File: src/rtl/segment_addr_gen.sv
// segment_addr_gen: expands one segment instruction into a stream of waveform beat addresses.
// Latency: first wave_addr valid one cycle after an accepted strobe; beats and passes run back to back when gap is 0.
// Backpressure: wave_addr, wave_addr_valid and wave_last hold while wave_addr_ready is low; a beat moves on valid & ready.
//
// Ports:
//   clk, rst                 sole clock (rising edge) and synchronous active-high reset
//   segment_instruc[_valid]  128-bit instruction and its one-cycle qualifying strobe
//   stop                     level request to abort at the next beat boundary
//   wave_addr[_valid/_ready] beat address stream towards waveform memory, wave_last marks the final beat
//   generate_done            one-cycle pulse when a segment finishes or is aborted
//   busy, instr_err          not-idle indication and sticky bad-instruction flag
module segment_addr_gen #(
  parameter int unsigned ADDR_STEP = 16
) (
  input  logic         clk,
  input  logic         rst,
  input  logic [127:0] segment_instruc,
  input  logic         segment_instruc_valid,
  input  logic         stop,
  output logic [31:0]  wave_addr,
  output logic         wave_addr_valid,
  input  logic         wave_addr_ready,
  output logic         wave_last,
  output logic         generate_done,
  output logic         busy,
  output logic         instr_err
);

  localparam logic [2:0]  OP_SEGMENT = 3'b101;
  localparam logic [31:0] STEP       = 32'(ADDR_STEP);

  typedef enum logic [1:0] {
    S_IDLE  = 2'd0,
    S_ISSUE = 2'd1,
    S_GAP   = 2'd2,
    S_DONE  = 2'd3
  } state_t;

  state_t state;

  // Instruction field decode
  logic [2:0]  in_op;
  logic [31:0] in_base;
  logic [15:0] in_len;
  logic [15:0] in_rep;
  logic [15:0] in_gap;
  logic [15:0] in_passes_m1;
  logic        unused_instr_bits;

  assign in_op   = segment_instruc[127:125];
  assign in_base = segment_instruc[95:64];
  assign in_len  = segment_instruc[63:48];
  assign in_rep  = segment_instruc[47:32];
  assign in_gap  = segment_instruc[31:16];
  assign unused_instr_bits = ^{segment_instruc[124:96], segment_instruc[15:0]};

  // Repeat counts 0 and 1 both mean one pass, so the pass limit is kept as passes-1.
  assign in_passes_m1 = (in_rep == 16'd0) ? 16'd0 : in_rep - 16'd1;

  // Latched segment context
  logic [31:0] base_q;
  logic [15:0] len_q;
  logic [15:0] gap_q;
  logic [15:0] passes_m1_q;
  logic [15:0] pass_cnt;
  logic [15:0] beat_cnt;
  logic [15:0] gap_cnt;

  logic fire;
  logic beat_end;
  logic pass_end;
  logic next_pass_end;

  assign fire          = wave_addr_valid & wave_addr_ready;
  assign beat_end      = (beat_cnt == len_q - 16'd1);
  assign pass_end      = (pass_cnt == passes_m1_q);
  assign next_pass_end = ((pass_cnt + 16'd1) == passes_m1_q);

  always_ff @(posedge clk) begin
    if (rst) begin
      state           <= S_IDLE;
      wave_addr       <= 32'd0;
      wave_addr_valid <= 1'b0;
      wave_last       <= 1'b0;
      generate_done   <= 1'b0;
      busy            <= 1'b0;
      instr_err       <= 1'b0;
      base_q          <= 32'd0;
      len_q           <= 16'd0;
      gap_q           <= 16'd0;
      passes_m1_q     <= 16'd0;
      pass_cnt        <= 16'd0;
      beat_cnt        <= 16'd0;
      gap_cnt         <= 16'd0;
    end else begin
      generate_done <= 1'b0;

      // Any strobe that cannot start a segment is dropped and flagged; running work is untouched.
      if (segment_instruc_valid && ((state != S_IDLE) || (in_op != OP_SEGMENT))) begin
        instr_err <= 1'b1;
      end

      case (state)
        S_IDLE: begin
          if (segment_instruc_valid && (in_op == OP_SEGMENT)) begin
            base_q      <= in_base;
            len_q       <= in_len;
            gap_q       <= in_gap;
            passes_m1_q <= in_passes_m1;
            pass_cnt    <= 16'd0;
            beat_cnt    <= 16'd0;
            busy        <= 1'b1;
            if (in_len == 16'd0) begin
              // Nothing to issue: report completion straight away.
              state <= S_DONE;
            end else begin
              state           <= S_ISSUE;
              wave_addr       <= in_base;
              wave_addr_valid <= 1'b1;
              wave_last       <= (in_len == 16'd1) && (in_passes_m1 == 16'd0);
            end
          end
        end

        S_ISSUE: begin
          // stop is only honoured on a transferring cycle so an offered beat is never withdrawn.
          if (fire) begin
            if ((beat_end && pass_end) || stop) begin
              state           <= S_DONE;
              wave_addr_valid <= 1'b0;
              wave_last       <= 1'b0;
            end else if (beat_end) begin
              pass_cnt <= pass_cnt + 16'd1;
              beat_cnt <= 16'd0;
              if (gap_q != 16'd0) begin
                state           <= S_GAP;
                gap_cnt         <= gap_q - 16'd1;
                wave_addr_valid <= 1'b0;
                wave_last       <= 1'b0;
              end else begin
                // Next pass restarts at base without a bubble.
                wave_addr <= base_q;
                wave_last <= (len_q == 16'd1) && next_pass_end;
              end
            end else begin
              beat_cnt  <= beat_cnt + 16'd1;
              wave_addr <= wave_addr + STEP;  // 32-bit wrap is intentional
              wave_last <= ((beat_cnt + 16'd1) == (len_q - 16'd1)) && pass_end;
            end
          end
        end

        S_GAP: begin
          if (stop) begin
            state <= S_DONE;
          end else if (gap_cnt == 16'd0) begin
            // pass_cnt already points at the pass about to start.
            state           <= S_ISSUE;
            wave_addr       <= base_q;
            wave_addr_valid <= 1'b1;
            wave_last       <= (len_q == 16'd1) && pass_end;
          end else begin
            gap_cnt <= gap_cnt - 16'd1;
          end
        end

        S_DONE: begin
          // The done pulse appears the cycle after DONE, when the block is already idle again.
          generate_done <= 1'b1;
          busy          <= 1'b0;
          state         <= S_IDLE;
        end

        default: begin
          state <= S_IDLE;
        end
      endcase
    end
  end

endmodule
File: config.mk
export PLATFORM = sky130hd
export DESIGN_NAME = segment_addr_gen
export DESIGN_NICKNAME = d
export VERILOG_FILES = /design/src/rtl/segment_addr_gen.sv
export SDC_FILE = /design/constraint.sdc
export NUM_CORES = 1
export LEC_CHECK = 0
export CAP_MARGIN = 20
export CORE_ASPECT_RATIO = 0.7
export CORE_UTILIZATION = 45
export DETAILED_ROUTE_END_ITERATION = 16
export GPL_TIMING_DRIVEN = 0
export MAX_ROUTING_LAYER = met4
export PLACE_DENSITY = 0.71
export SETUP_SLACK_MARGIN = 0.15
export SYNTH_ARGS = -nofsm -noshare
export SYNTH_HDL_FRONTEND = slang
export SYNTH_SLANG_ARGS = --single-unit
File: constraint.sdc
create_clock -name clk -period 10.14 [get_ports clk]
set_input_delay 2.028 -clock clk [delete_from_list [all_inputs] [get_ports clk]]
set_output_delay 2.028 -clock clk [all_outputs]
set_load 0.05 [all_outputs]
==> flow_summary.toml, run 1 <==
[outcome]
outcome = "finished clean"

[worst_setup_path]
cp-startpoint = "state[0]"
cp-end-kind = "flop"
path_cells = "inv_1 -> ha_1 -> clkbuf_1 -> clkbuf_1 -> clkbuf_1 -> buf_1 -> buf_1 -> clkbuf_1 -> mux2i_1 -> ha_1 -> o221ai_1 -> nor3_1 -> o211ai_1 -> nor3b_1 -> a41oi_1 -> or2_2 -> a31oi_1"
cp.buffers_inverters = 7
start_kind = "flop"
cp_common_cell = "clkbuf_1"
cp_max_fo = 10
crit_family = "buffers and inverters"
required_ns = 10.51
cp_data_arrival_time_ns = 6.21
r2r-start = "state[0]"
critPathMaxStageDelay_ns = 0.63
cp_slowest_cell = "buf_1"
critPathKind = "reg2reg"

[sta]
rsz0062_at_grt = "false"
fin_setup_tns_ns = 0
fmax_mhz = 171
setup_slack_ns = 4.30
fin_crit_ns = 5.84
fin_crit_sh_pct = 57.6
final-hold-violation-count = 0
drv_slew = 0
setup_viol = 0
tightest_slew_ns = 0.987
fin_skew_ns = 0.0190
relSlewSlack_pct = 34.2

[yosys]
synth_compound_area_share_pct = 22.6
synth_top_area_cell = "dfxtp_1"
yosys.cell_types.count = 71
async_flop_share_pct = 0
synth_edf_count = 0
synth_nets = 1531
avgSynthCellArea_um2 = 7.58
synthMuxAreaShare_pct = 1.44
synth_fa_ha_area_share_pct = 1.31
synth_warnings = 0
yosys.area.top_type_share_pct = 31.8
synth_top_family_by_area = "simple AND/OR/NAND/NOR gates"
ys_seq_area_share_pct = 31.8
syn_area_um2 = 10500
ys_ff_latch = 167
synthTopCellsByArea = "dfxtp_1 32%, nand2_1 6.8%, a21oi_1 6.1%, xnor2_1 5.5%, nor2_1 3.1%"
synthXorXnorAreaFrac_pct = 8.71
synthSimpleGateAreaFrac_pct = 27.9
dominantRegCellSynth = "dfxtp_1"
syn_inst = 1387

[clock_tree]
clkTransAtPathRegs_ns = 0.07
cts.sinks = 167
cts_setup_buffers = 0
cts.path.max_buffers = 2
htreeDepth = 4
cts_resized = 0
cts-buffers-inserted = 17
hold_buffers = 0
cts-root-buf = "clkbuf_16"
clk_latency_ns = 0.45
tritoncts = "built"

[final_layout]
mostFrequentLayoutCells = "191 x nand2_1, 167 x dfxtp_1, 128 x a21oi_1"
antenna_cells = 0
instances_no_fill = 1854
nets = 1673
multi_input_area_um2 = 6510
syn_to_final_growth_pct = 20.8
fillerInstances = 2187
final_area_um2 = 12700
final_common_cell = "nand2_1"
drive_above_1_share_pct = 5.25
final-seq-area_um2 = 3340

[floorplanning]
initial_core_util_pct = 46.1
io-pin-count = 170
fp.coreArea_um2 = 22800
dieHeight_um = 130
fp.dieW_um = 185
num_rows = 46
die_area_um2 = 24000

[drt]
viasPerCell = 6.07
first_pass_iters = 5
drc = 0
wl_um = 36000
wl_per_cell_um = 19.4
ant_nets = 0
drt_iter0_drc = 1277
via_count = 11300

[grt]
grt_overflow = 0
grt_usage_pct = 31.5
grt_pass1_vias = 10200
antenna_found_initial = 0
grt_max_degree = 17
grt_pass1_wl_um = 56400

[worst_hold_path]
hold_path_startpoint = "base_q[1]"
min_path_type = "reg2reg"

[placement]
pre_cts_slack_ns = 4.48
dpl_cell_area_um2 = 12100
gp_congestion = 0.977
hpwl_um = 26700
placed_cells = 1822
portBuffers = 123

[run]
max-cap-violations = 0

[pwr]
ir_worst_vdd_mv = 0.140
power_density_nw_per_um2 = 157
total_leakage_power_uw = 0.00421
[flip-flops by register name, indices dropped and copies added, names as in the netlist]
register / cells
base_q: 32
wave_addr: 32
beat_cnt: 16
gap_cnt: 16
gap_q: 16
len_q: 16
pass_cnt: 16
passes_m1_q: 16
state: 2
busy: 1
generate_done: 1
instr_err: 1
wave_addr_valid: 1
wave_last: 1
[tightest hold or removal path, cell delays in order, from the launching register on]
cell,delay (ns)
dfxtp_1,0.31
nand2_1,0.05
a21oi_1,0.05
[kinds of logic after synthesis]
kind of cell,count (synthesis)
AND/OR/NAND/NOR,581
AO/OA/AOI/OAI,357
flip-flops,167
buffers and inverters,158
XOR/XNOR,98
multiplexers,15
adder cells (fa/ha/maj),11
[power by group]
group / switching [uW] / internal, uW / total, uW
Combinational: 381 / 217 / 598
Sequential: 48.1 / 694 / 742
Clock: 307 / 345 / 652
Total: 736 / 1260 / 1990
[synth_stat cells (6+ instances only)]
| library cell | count |
|---|---|
| a211oi_1 | 26 |
| a21oi_1 | 128 |
| a221oi_1 | 29 |
| a311oi_1 | 12 |
| a31oi_1 | 24 |
| a41oi_1 | 6 |
| and2_1 | 13 |
| and3_1 | 15 |
| and4_1 | 7 |
| buf_2 | 14 |
| clkbuf_1 | 79 |
| dfxtp_1 | 167 |
| ha_1 | 11 |
| inv_1 | 55 |
| mux2i_1 | 14 |
| nand2_1 | 191 |
| nand2b_1 | 7 |
| nand3_1 | 59 |
| nand4_1 | 29 |
| nor2_1 | 86 |
| nor2b_1 | 20 |
| nor3_1 | 55 |
| nor3b_1 | 13 |
| nor4_1 | 30 |
| o21a_1 | 12 |
| o21ai_0 | 41 |
| o31ai_1 | 10 |
| o32ai_1 | 28 |
| or2_2 | 10 |
| or3_1 | 9 |
| or4_1 | 14 |
| xnor2_1 | 66 |
| xor2_1 | 28 |
[metrics by stage]
| stage | total power [uW] | util (%) | hold slack [ns] |
|---|---|---|---|
| floorplan | 1130 | - | 0.436 |
| global placement | 1330 | 53.2 | 0.443 |
| detailed placement | 1340 | 53.2 | 0.450 |
| CTS | 1990 | 55.7 | 0.459 |
| global route | 2070 | 55.7 | 0.478 |
| finish | 1990 | 55.7 | 0.460 |
[final cells by class]
| class | count | share of cell area, % |
|---|---|---|
| inverters | 55 | 1.63 |
| clock buffers | 18 | 3.38 |
| flip-flops and latches | 167 | 26.3 |
| multi-input cells | 1062 | 51.3 |
| clock inverters | 14 | 1.09 |
| plain buffers | 103 | 3.55 |
| well taps | 312 | 3.07 |
| repair buffers | 123 | 9.69 |
[layer usage]
metal	GRT usage (%)	wire (um)	up-vias
met3	6.70	3740	57
met2	42.6	14500	564
met5	-	0	-
met1	46.3	17200	5296
li1	-	-	5338
met4	8.31	660	0
[worst paths after layout]
path / cells past startpoint / to / slack, ns
max: 17 / gap_cnt[14] / 4.30
min: 2 / base_q[1] / 0.46
max reg2reg: 17 / gap_cnt[14] / 4.30
min reg2reg: 2 / base_q[1] / 0.46
Power figures use the tool's default switching activity.
==> inputs of run 2 (changes only) <==
--- a/config.mk
+++ b/config.mk
@@ -11,7 +11,7 @@
 export DETAILED_ROUTE_END_ITERATION = 16
 export GPL_TIMING_DRIVEN = 0
 export MAX_ROUTING_LAYER = met4
-export PLACE_DENSITY = 0.71
+export PLACE_DENSITY = 0.74
 export SETUP_SLACK_MARGIN = 0.15
 export SYNTH_ARGS = -nofsm -noshare
 export SYNTH_HDL_FRONTEND = slang
==> constraint.sdc (replaced) <==
create_clock -name clk -period 4.74 [get_ports clk]
set_input_delay 0.948 -clock clk [delete_from_list [all_inputs] [get_ports clk]]
set_output_delay 0.948 -clock clk [all_outputs]
set_load 0.05 [all_outputs]
==> flow_summary.toml, run 2 (same netlist as run 1, synthesis figures left out) <==
[outcome]
outcome = "finished clean"

[worst_setup_path]
critPathKind = "reg2reg"
required_ns = 5.11
cp_data_arrival_time_ns = 4.65
reg2reg_slack_ns = 0.46
start_kind = "flop"
cp-end-kind = "flop"
cp_max_fo = 10
r2r-start = "state[0]"
reg2reg_to = "gap_cnt[14]"
reg2reg_depth = 17

[drt]
viasPerCell = 6.16
via_count = 11500
drt_iter0_drc = 1307
drc = 0
wl_um = 36000
first_pass_iters = 6
wl_per_cell_um = 19.4
ant_nets = 0

[final_layout]
drive_above_1_share_pct = 5.96
multi_input_area_um2 = 6530
reg.largest.list = "base_q x32, wave_addr x32"
final_core_util_pct = 56.0
nets = 1675
fillerInstances = 2101
mostFrequentLayoutCells = "191 x nand2_1, 167 x dfxtp_1, 128 x a21oi_1"
syn_to_final_growth_pct = 21.5
final_common_cell = "nand2_1"
final-seq-area_um2 = 3340

[grt]
grt_pass1_vias = 9945
antenna_found_initial = 2
grt_max_degree = 17
grt_pass1_wl_um = 55700
grt_usage_pct = 30.8
grt_overflow = 0

[sta]
tightest_slew_ns = 0.926
relSlewSlack_pct = 38.2
drv_slew = 0
fin_skew_ns = 0.0186
fmax_mhz = 234
final-hold-violation-count = 0
fin_crit_sh_pct = 90.2
setup_viol = 0
rsz0062_at_grt = "false"
fin_crit_ns = 4.28
fin_hold_ws_ns = 0.458

[floorplanning]
dieHeight_um = 130
io-pin-count = 170
fp.coreArea_um2 = 22800
fp.dieW_um = 185
initial_core_util_pct = 46.1
die_area_um2 = 24000
num_rows = 46

[worst_hold_path]
min_path_type = "reg2reg"
hold_path_startpoint = "base_q[26]"
holdPathEnd = "base_q[26]"
whs_path_depth = 2

[clock_tree]
cts-buffers-inserted = 17
htreeDepth = 4
clk_latency_ns = 0.45
cts.path.max_buffers = 2
tritoncts = "built"
cts-root-buf = "clkbuf_16"
clkTransAtPathRegs_ns = 0.07
hold_buffers = 0
cts.sinks = 167

[pwr]
total_leakage_power_uw = 0.00425
ir_worst_vdd_mv = 0.286
power_density_nw_per_um2 = 336

[placement]
gp_congestion = 0.975
hpwl_um = 26500
portBuffers = 123

[run]
max-cap-violations = 0
-- run 2: changes by cell type in the layout (fill, tap and decap cells not counted), sizes merged --
| cell | change |
|---|---|
| diode | +2 |
| clkbuf | +2 |
| inv | -3 |
| buf | +3 |
-- run 2: how the worst max path moves through the flow --
stage | startpoint | endpoint | slack, ns | cells past startpoint
2_1_floorplan | state[0] | gap_cnt[14] | 0.54 | 15
4_1_cts | state[0] | gap_cnt[14] | 0.18 | 17
5_1_grt | state[0] | gap_cnt[14] | 0.19 | 17
3_3_place_gp | state[0] | gap_cnt[14] | -0.83 | 17
3_5_place_dp | state[0] | gap_cnt[14] | -0.97 | 17
6_report | state[0] | gap_cnt[14] | 0.46 | 17
-- run 2: through the flow --
| step | power [uW] | cell area (um^2) | std cells | TNS (ns) | setup WS (ns) |
|---|---|---|---|---|---|
| 2_1_floorplan | 2420 | 10500 | 1387 | 0 | 0.538 |
| 3_3_place_gp | 2850 | 12100 | 1822 | -2.43 | -0.834 |
| 3_5_place_dp | 2860 | 12100 | 1822 | -2.96 | -0.974 |
| 4_1_cts | 4260 | 12700 | 1854 | 0 | 0.177 |
| 5_1_grt | 4450 | 12800 | 1858 | 0 | 0.192 |
| 6_report | 4290 | 12800 | 1858 | 0 | 0.464 |
-- run 2: repair_timing --
action                     in CTS  in global routing
setup buffers                   0                  2
pin swaps                       1                  1
setup endpoints to repair       6                 12
gates resized for setup         6                  8
-- run 2: cell type report --
cell class                      instances  share of cell area (%)
Clock buffer                           21                    3.68
Inverter                               55                    1.62
Clock inverter                         11                   0.892
Buffer                                103                    3.61
Antenna cell                            2                  0.0392
Multi-Input combinational cell       1062                    51.2
Timing Repair Buffer                  125                    9.76
Tap cell                              312                    3.06
Sequential cell                       167                    26.2
-- run 2: routing by layer --
layer / vias to the layer above / GRT usage [%] / share of wire (%)
met3: 57 / 6.73 / 12
met4: 0 / 8.65 / 1.9
met2: 695 / 41.5 / 40
met1: 5353 / 45.3 / 46
met5: - / - / 0
li1: 5349 / - / -
-- run 2: critical path: stages, from the launching register on --
cell      delay, ns
dfxtp_1        0.34
inv_1          0.13
ha_1           0.16
clkbuf_2       0.19
buf_2          0.27
clkbuf_2       0.28
buf_2          0.28
clkbuf_4       0.29
buf_2          0.30
mux2i_1        0.22
ha_1           0.30
o221ai_2       0.23
nor3_4         0.32
o211ai_1       0.22
nor3b_1        0.22
a41oi_1        0.06
or2_2          0.29
a31oi_1        0.11
-- run 2: power breakdown --
group | internal, uW | total [uW] | switching, uW
clock network | 776 | 1410 | 639
logic | 470 | 1290 | 822
registers | 1490 | 1590 | 101
==> inputs of run 3 (changes only) <==
--- a/config.mk
+++ b/config.mk
@@ -7,7 +7,9 @@
 export LEC_CHECK = 0
 export CAP_MARGIN = 20
 export CORE_ASPECT_RATIO = 0.7
+export CORE_MARGIN = 3
 export CORE_UTILIZATION = 45
+export CTS_CLUSTER_SIZE = 20
 export DETAILED_ROUTE_END_ITERATION = 16
 export GPL_TIMING_DRIVEN = 0
 export MAX_ROUTING_LAYER = met4
==> flow_summary.toml, run 3 (same netlist as run 1, synthesis figures left out) <==
[placement]
dpl_cell_area_um2 = 12100
pre_cts_slack_ns = -0.836
gp_congestion = 0.981
hpwl_um = 26700
portBuffers = 123

[clock_tree]
cts-buffers-inserted = 17
cts.sinks = 167
cts-root-buf = "clkbuf_16"
clk_latency_ns = 0.44
clkTransAtPathRegs_ns = 0.07
htreeDepth = 4
cts.path.max_buffers = 2
tritoncts = "built"

[worst_setup_path]
path_cells = "clkbuf_1 -> inv_1 -> ha_1 -> or3b_2 -> clkbuf_1 -> nor4_1 -> a31oi_1 -> nor4_1 -> nand3_1 -> o31ai_1 -> a211o_1 -> buf_2 -> clkbuf_1 -> o32ai_1"
cp_data_arrival_time_ns = 4.64
cp.buffers_inverters = 5
cp-end-kind = "flop"
cp_max_fo = 10
crit_family = "simple AND/OR/NAND/NOR gates"
reg2reg_slack_ns = 0.41
start_kind = "flop"
cp_slowest_cell = "nor4_1"
critPathKind = "reg2reg"
required_ns = 5.04
cp_common_cell = "clkbuf_1"
critPathMaxStageDelay_ns = 0.69

[sta]
fin_skew_ns = 0.0117
fin_crit_sh_pct = 91.4
fin_crit_ns = 4.33
tightest_slew_ns = 0.865
fmax_mhz = 231
drv_slew = 0
setup_slack_ns = 0.406
relSlewSlack_pct = 41.9
rsz0062_at_grt = "false"
final-hold-violation-count = 0
setup_viol = 0

[drt]
ant_nets = 0
wl_per_cell_um = 19.5
viasPerCell = 6.17
drt_iter0_drc = 1426
via_count = 11500
wl_um = 36200
drc = 0
first_pass_iters = 6

[final_layout]
final_common_cell = "nand2_1"
mostFrequentLayoutCells = "191 x nand2_1, 167 x dfxtp_1, 128 x a21oi_1"
drive_above_1_share_pct = 5.70
fillerInstances = 2185
syn_to_final_growth_pct = 21.0
reg.largest.list = "base_q x32, wave_addr x32"
nets = 1674
final_area_um2 = 12700

[grt]
grt_overflow = 0
grt_usage_pct = 28.7
grt_pass1_vias = 10400
antenna_found_initial = 2
grt_pass1_wl_um = 56400
grt_max_degree = 17

[pwr]
p_total_uw = 4210
total_leakage_power_uw = 0.00421
power_density_nw_per_um2 = 331
ir_worst_vdd_mv = 0.253

[floorplanning]
fp.coreArea_um2 = 22800
fp.dieW_um = 189
io-pin-count = 170
initial_core_util_pct = 46.1
dieHeight_um = 134
die_area_um2 = 25300
num_rows = 46

[worst_hold_path]
min_path_type = "reg2reg"

[outcome]
outcome = "finished clean"

[run]
max-cap-violations = 0
## run 3: area by class of cell
cell class	instances	area, um^2	area share (%)
Antenna cell	2	5.00	0.0394
Clock inverter	12	95.1	0.748
Tap cell	312	390	3.07
Inverter	55	206	1.62
Timing Repair Buffer	124	1240	9.74
Clock buffer	20	447	3.51
Buffer	103	459	3.61
Sequential cell	167	3340	26.3
Multi-Input combinational cell	1062	6530	51.3
## run 3: worst register-to-register path: cells and delay by family (launching register included)
kind,cells,cell delay (ns)
AND/OR/NAND/NOR,4,1.67
buffers and inverters,5,1.21
AO/OA/AOI/OAI,4,0.69
adder cells (fa/ha/maj),1,0.30
flip-flops,1,0.32
## run 3: final timing paths
path / startpoint / endpoint / cells past startpoint
worst max-delay path: len_q[0] / wave_addr[15] / 14
worst min-delay path: base_q[13] / base_q[13] / 2
worst max register to register: len_q[0] / wave_addr[15] / 14
worst min register to register: base_q[13] / base_q[13] / 2
## run 3: per-stage QoR
step	hold WS, ns	TNS (ns)	cells	util, %
after floorplan	0.436	0	1387	-
after global placement	0.442	-2.39	1822	53.2
final	0.458	0	1857	55.8
after CTS	0.456	0	1854	55.7
after global routing	0.477	0	1857	55.8
after detailed placement	0.447	-2.55	1822	53.2
## run 3: power breakdown
| part | switching (uW) | internal [uW] | leakage (uW) |
|---|---|---|---|
| Clock | 640 | 692 | 0.000255 |
| Sequential | 100 | 1490 | 0.00135 |
| Combinational | 820 | 468 | 0.00261 |
| Total | 1560 | 2640 | 0.00421 |
## run 3: routing by layer
| metal | track usage [%] | share of wire, % |
|---|---|---|
| met5 | - | 0 |
| met4 | 8.56 | 2.3 |
| met3 | 6.87 | 12 |
| met2 | 39.4 | 41 |
| met1 | 41.4 | 45 |
## run 3: what timing repair did
action / 4_1_cts / 5_1_grt
gates resized for setup: 6 / 3
hold buffers: 0 / 0
pin swaps: 0 / 1
setup buffers: 0 / 1
setup endpoints to repair: 6 / 4
